`src/rtl/mode_record_pkg.sv`:
```
// mode_record_pkg: note codes, LED one-hot constants, default buffer size and FSM state type
// shared by the mode_record slice. Port summary: none (package only).
package mode_record_pkg;
   localparam logic [3:0] music0 = 4'd0, music1 = 4'd1, music2 = 4'd2, music3 = 4'd3,
                          music4 = 4'd4, music5 = 4'd5, music6 = 4'd6, music7 = 4'd7;
   localparam logic [3:0] END_CODE = 4'b1111;
   localparam logic [6:0] LED_REST = 7'b0000000, LED1 = 7'b0000001, LED2 = 7'b0000010,
                          LED3 = 7'b0000100, LED4 = 7'b0001000, LED5 = 7'b0010000,
                          LED6 = 7'b0100000, LED7 = 7'b1000000;
   localparam int SONG_TIME = 56;
   typedef enum logic [1:0] {IDLE, ARM, CAPTURE, FINISH} state_t;
   // isolates the lowest set key so the lowest note wins when several are held
   function automatic logic [6:0] lowest_key(input logic [6:0] sw);
      return sw & (~sw + 7'd1);
   endfunction
   function automatic logic [3:0] led_to_note(input logic [6:0] led);
      case (led)
         LED1:    return music1;
         LED2:    return music2;
         LED3:    return music3;
         LED4:    return music4;
         LED5:    return music5;
         LED6:    return music6;
         LED7:    return music7;
         default: return music0;
      endcase
   endfunction
endpackage

```
`src/rtl/mode_record_switch_debounce.sv`:
```
// switch_debounce: 7-bit key debouncer, a bit follows its input only after STABLE equal cycles.
// Ports: clk, reset (sync, active-high), raw[6:0] keys in, clean[6:0] debounced keys out.
// Only built when REC_DEBOUNCE_EN is defined, since mode_record instantiates it only then.
`ifdef REC_DEBOUNCE_EN
module switch_debounce #(
   parameter int STABLE = 100000
) (
   input  logic       clk,
   input  logic       reset,
   input  logic [6:0] raw,
   output logic [6:0] clean
);
   localparam int CW = $clog2(STABLE + 1);
   for (genvar b = 0; b < 7; b++) begin : g_bit
      logic [CW-1:0] cnt;
      logic          q;
      // the count runs only while the input disagrees, so any bounce back restarts it
      always_ff @(posedge clk) begin
         if (reset) begin
            cnt <= '0;
            q   <= 1'b0;
         end else if (raw[b] == q) begin
            cnt <= '0;
         end else if (cnt == CW'(STABLE - 1)) begin
            cnt <= '0;
            q   <= raw[b];
         end else begin
            cnt <= cnt + CW'(1);
         end
      end
      assign clean[b] = q;
   end
endmodule
`endif

```
`src/rtl/mode_record.sv`:
```
// mode_record: records played notes, octaves and durations into a packed song buffer.
// Ports: clk, reset (sync, active-high), switches[6:0] note keys, octave_in[1:0],
//   rec_btn[1:0] (bit0 start, bit1 stop, rising edge), song/octave/continue_packed buffers,
//   note_count, recording, full, and live note_to_play/octave_out/led_out for the buzzer.
// Option: define REC_DEBOUNCE_EN to debounce switches (SECOND/100 stable cycles).
module mode_record #(
   parameter int SECOND    = 10000000,
   parameter int SONG_TIME = mode_record_pkg::SONG_TIME
) (
   input  logic                   clk,
   input  logic                   reset,
   input  logic [6:0]             switches,
   input  logic [1:0]             octave_in,
   input  logic [1:0]             rec_btn,
   output logic [SONG_TIME*4-1:0] song_packed,
   output logic [SONG_TIME*2-1:0] octave_packed,
   output logic [SONG_TIME*4-1:0] continue_packed,
   output logic [5:0]             note_count,
   output logic                   recording,
   output logic                   full,
   output logic [3:0]             note_to_play,
   output logic [1:0]             octave_out,
   output logic [6:0]             led_out
);
   import mode_record_pkg::*;

   localparam int         TW   = $clog2(SECOND + 1);
   localparam logic [5:0] LAST = 6'(SONG_TIME - 1);

   logic [6:0]    keys;
   state_t        state;
   logic [5:0]    idx, next_idx;
   logic [3:0]    units, held_note, dur;
   logic [1:0]    held_oct, btn_prev, rise;
   logic [TW-1:0] ticks;
   logic          key_diff, commit, wrap, at_last;
   logic [3:0]    song_mem [SONG_TIME];
   logic [1:0]    oct_mem  [SONG_TIME];
   logic [3:0]    cont_mem [SONG_TIME];

`ifdef REC_DEBOUNCE_EN
   switch_debounce #(.STABLE(SECOND / 100 > 0 ? SECOND / 100 : 1)) u_debounce (
      .clk   (clk),
      .reset (reset),
      .raw   (switches),
      .clean (keys)
   );
`else
   assign keys = switches;
`endif

   // the registered encoding is both the live buzzer output and what the FSM records
   always_ff @(posedge clk) begin
      if (reset) begin
         note_to_play <= music0;
         octave_out   <= 2'd0;
         led_out      <= LED_REST;
      end else begin
         note_to_play <= led_to_note(lowest_key(keys));
         octave_out   <= octave_in;
         led_out      <= lowest_key(keys);
      end
   end

   always_comb begin
      rise     = rec_btn & ~btn_prev;
      key_diff = {note_to_play, octave_out} != {held_note, held_oct};
      commit   = state == CAPTURE && (rise[1] || key_diff || units == 4'd15);
      dur      = units == 4'd0 ? 4'd1 : units;
      wrap     = ticks == TW'(SECOND - 1);
      next_idx = idx + 6'd1;
      at_last  = next_idx == LAST;
   end

   always_ff @(posedge clk) begin
      if (reset) begin
         state     <= IDLE;
         idx       <= '0;
         units     <= '0;
         ticks     <= '0;
         held_note <= '0;
         held_oct  <= '0;
         btn_prev  <= '0;
         full      <= 1'b0;
         recording <= 1'b0;
      end else begin
         btn_prev <= rec_btn;
         case (state)
            IDLE: if (rise[0]) begin
               state     <= ARM;
               recording <= 1'b1;
               idx       <= '0;
               full      <= 1'b0;
            end
            ARM: if (rise[1]) begin
               state     <= FINISH;
               recording <= 1'b0;
            end else if (note_to_play != music0) begin
               state     <= CAPTURE;
               held_note <= note_to_play;
               held_oct  <= octave_out;
               units     <= '0;
               ticks     <= '0;
            end
            CAPTURE: if (commit) begin
               // a 15-unit split reloads the same pair, so one reload covers every commit
               idx       <= next_idx;
               held_note <= note_to_play;
               held_oct  <= octave_out;
               units     <= '0;
               ticks     <= '0;
               if (at_last) full <= 1'b1;
               if (rise[1] || at_last) begin
                  state     <= FINISH;
                  recording <= 1'b0;
               end
            end else if (wrap) begin
               ticks <= '0;
               units <= units + 4'd1;
            end else begin
               ticks <= ticks + TW'(1);
            end
            FINISH: state <= IDLE;
            default: state <= IDLE;
         endcase
      end
   end

   always_ff @(posedge clk) begin
      for (int i = 0; i < SONG_TIME; i++) begin
         if (reset || (state == IDLE && rise[0])) begin
            song_mem[i] <= '0;
            oct_mem[i]  <= '0;
            cont_mem[i] <= '0;
         end else if (6'(i) == idx && commit) begin
            song_mem[i] <= held_note;
            oct_mem[i]  <= held_oct;
            cont_mem[i] <= dur;
         end else if (6'(i) == idx && state == FINISH) begin
            song_mem[i] <= END_CODE;
            oct_mem[i]  <= 2'd0;
            cont_mem[i] <= 4'd0;
         end
      end
   end

   for (genvar e = 0; e < SONG_TIME; e++) begin : g_pack
      assign song_packed[4*e +: 4]     = song_mem[e];
      assign octave_packed[2*e +: 2]   = oct_mem[e];
      assign continue_packed[4*e +: 4] = cont_mem[e];
   end

   assign note_count = idx;
endmodule
```
`config.mk`:
```
export PLATFORM = sky130hd
export DESIGN_NAME = mode_record
export DESIGN_NICKNAME = d
export VERILOG_FILES = /design/src/rtl/mode_record_pkg.sv /design/src/rtl/mode_record_switch_debounce.sv /design/src/rtl/mode_record.sv
export SDC_FILE = /design/constraint.sdc
export NUM_CORES = 1
export LEC_CHECK = 0
export CAP_MARGIN = 10
export CORE_AREA = 2 2 234 236
export DETAILED_ROUTE_END_ITERATION = 10
export DIE_AREA = 0 0 236 238
export PLACE_DENSITY = 0.76
export SYNTH_ARGS = -nofsm -noshare
export SYNTH_HDL_FRONTEND = slang
export SYNTH_SLANG_ARGS = --single-unit
```
`constraint.sdc`:
```
create_clock -name clk -period 3.1 [get_ports clk]
set_input_delay 0.62 -clock clk [delete_from_list [all_inputs] [get_ports clk]]
set_output_delay 0.62 -clock clk [all_outputs]
set_load 0.1 [all_outputs]
```
==> impl_metrics.json <==
{
  "synth_nets": 1772,
  "gp_congestion": 0.874,
  "power.leakage_nw": 12.0,
  "die_area_sq_um": 56200,
  "dpl.hpwl_mm": 51.1,
  "crit_path_end_kind": "flip-flop",
  "worstSetupStartpointType": "flip-flop",
  "drcViolationCount": 0,
  "grt_pass1_wl_mm": 105,
  "finalMaxSlewViolations": 0,
  "crit_arrival_ns": 2.86,
  "diodes": 0,
  "drt-total-wl_mm": 74.0,
  "synth.avg_cell_area_sq_um": 13.3,
  "grt_pass1_vias": 16000,
  "port_buffers": 592,
  "hold_viol_final": 0,
  "crit_chain": "nor2b_1 -> buf_4 -> nand3_1 -> o21ai_1",
  "seq_area_frac_synth": 0.774,
  "fmax_ghz": 0.382,
  "synth_cells": 1746,
  "fin_tns_setup_ns": 0,
  "setup_ws_ns": 0.479,
  "nets": 2388,
  "crit_family": "compound AO/OA/AOI/OAI gates",
  "yosysWarnings": 0,
  "coreArea_sq_um": 53500,
  "setup_violations": 0,
  "multi_input_area_sq_um": 4580,
  "antenna_found_initial": 0,
  "crit_slowest_cell": "o21ai_1",
  "clk_path_buf_depth": 3,
  "fin_crit_sh": 0.845,
  "fin_skew_ns": 0.0151,
  "maxSlewHeadroom": 0.363,
  "slowest_delay_ns": 0.81,
  "power_density_nw_per_um2": 997,
  "dp_slack_ns": 0.158,
  "cp.required_ns": 3.34,
  "synth-edff-count": 560,
  "criticalPathCategory": "flip-flop to flip-flop",
  "die_h_microns": 238,
  "die_w_microns": 236,
  "drt_iter0_markers": 1528,
  "layout-drive-gt1-share": 0.333,
  "peakVddDrop_v": 0.000489,
  "cts_tree": "built",
  "rsz0062_at_grt": "no",
  "post-cts-setup-buffer-count": 0,
  "grtUsageTotal": 0.255,
  "clk_latency_ns": 0.62,
  "rows": 85,
  "fin_total_pwr_mw": 31.0,
  "status": "complete, no violations",
  "hp-class": "primary input to flip-flop",
  "initial_core_util": 0.433,
  "num_io_pins": 594,
  "place_inst": 2995,
  "synth_flop_cell": "edfxtp_1",
  "cts-buffers-inserted": 61,
  "syn-cell-area_sq_um": 23200,
  "fin_cells": 3108,
  "overflow": 0,
  "cts_sinks": 617,
  "yosysUniqueCellTypes": 58,
  "cp_max_fo": 14,
  "path_buf_inv": 1,
  "grt_max_degree": 59,
  "ys_seq_elements": 617,
  "cts-hold-fix-buffers": 0,
  "synthArstFlopShare": 0,
  "nFillCells": 4112,
  "cts.clk_slew.worst_paths_ns": 0.06,
  "post_cts_resized": 0,
  "wl_per_cell_microns": 23.8,
  "firstDrtPassIters": 7,
  "maxCapViolCount": 0,
  "worstMarginPinSlew_ns": 0.948,
  "syn_to_final_growth_pct": 34.2,
  "cts_max_level": 2,
  "fin_crit_ns": 2.62,
  "regArea_sq_um": 18000,
  "dr_total_vias": 16600,
  "root_buffer": "clkbuf_16",
  "vias_per_cell": 5.34,
  "ant_nets": 0
}
[synthesized netlist by cell type (12+ instances only)]
cell type,instances,area [sq um]
o21ai_0,62,310
nor3_1,36,180
and2_1,13,81.3
inv_1,15,56.3
nor4_1,12,75.1
nor2_1,574,2150
nand2b_1,14,87.6
nand3_1,26,130
edfxtp_1,560,16800
nor2b_1,14,87.6
buf_2,44,220
dfxtp_1,57,1140
clkbuf_1,102,383
nand2_1,67,251
xnor2_1,26,228
ha_1,13,163
[flip-flops by register name, indices dropped and copies added (netlist names)]
signal        count
btn_prev          2
cont_mem        224
full              1
held_note         3
held_oct          2
led_out           7
note_count        6
note_to_play      3
oct_mem         112
octave_out        2
recording         1
song_mem        224
state             2
ticks            24
units             4
[cell families after synthesis]
| family | after synthesis | share of synthesized area |
|---|---|---|
| AOI/OAI and AO/OA | 107 | 0.0276 |
| adders and majority gates | 13 | 0.00701 |
| DFF | 617 | 0.774 |
| xor gates and xnor gates | 28 | 0.0106 |
| muxes | 10 | 0.00442 |
| buffers and inverters | 172 | 0.0307 |
| other | 1 | 0.000162 |
| and+or+nand+nor | 798 | 0.145 |
[worst paths after layout]
kind / startpoint / end / slack, ns / cells past startpoint
setup / recovery: note_count[3]$_SDFFE_PP0P_ / cont_mem[1][32]$_SDFFCE_PP0P_ / 0.48 / 4
hold / removal: reset / full$_SDFFE_PP0P_ / 0.35 / 3
hold reg to reg: octave_out[0]$_SDFF_PP0_ / held_oct[0]$_SDFFE_PP0P_ / 0.48 / 2
setup reg to reg: note_count[3]$_SDFFE_PP0P_ / cont_mem[1][32]$_SDFFCE_PP0P_ / 0.48 / 4
[cells in the final DEF (no fill, tap or decap), types with 14 or more instances in the layout]
master and n:
nand2b_1 14, clkbuf_1 15, o21ai_1 24, buf_12 20, edfxtp_1 560, dfxtp_1 57, nand3_1 26, nand2_1 61
xnor2_1 26, clkbuf_16 62, inv_1 15, buf_4 678, o21ai_0 42, nor2_1 574, nor3_1 36, clkinv_1 14
[through the flow]
step                      utilization  hold slack [ns]  instance area, sq um
final                           0.582            0.354                 31100
after global routing            0.582            0.375                 31100
after CTS                       0.582            0.328                 31100
after detailed placement        0.543            0.483                 29100
after global placement          0.543            0.475                 29100
after floorplan                     -            0.479                 23200
[layout make-up]
cell class | count | share of cell area
flip-flops and latches | 617 | 0.577
repair buffers | 710 | 0.180
multi-input cells | 957 | 0.147
clock buffers | 77 | 0.0517
well taps | 696 | 0.0280
clock inverters | 36 | 0.0140
inverters | 15 | 0.00181
[power by group]
part	leakage (nW)	switching, mW	internal [mW]
clock network	0.995	3.13	4.43
registers	6.45	0.517	10.5
logic	4.56	10.5	1.95
total	12.0	14.1	16.9
[tightest hold or removal path: stages]
cell	delay (ns)
buf_2	0.13
nand2b_1	0.11
a2bb2oi_1	0.06
[per-layer routing]
metal  wire, microns  GRT usage
met5               0          0
met2           36400      0.428
met4            3020     0.0981
met3            7570     0.0622
met1           27000      0.321
Note: power is estimated with default switching activity, not from simulation.
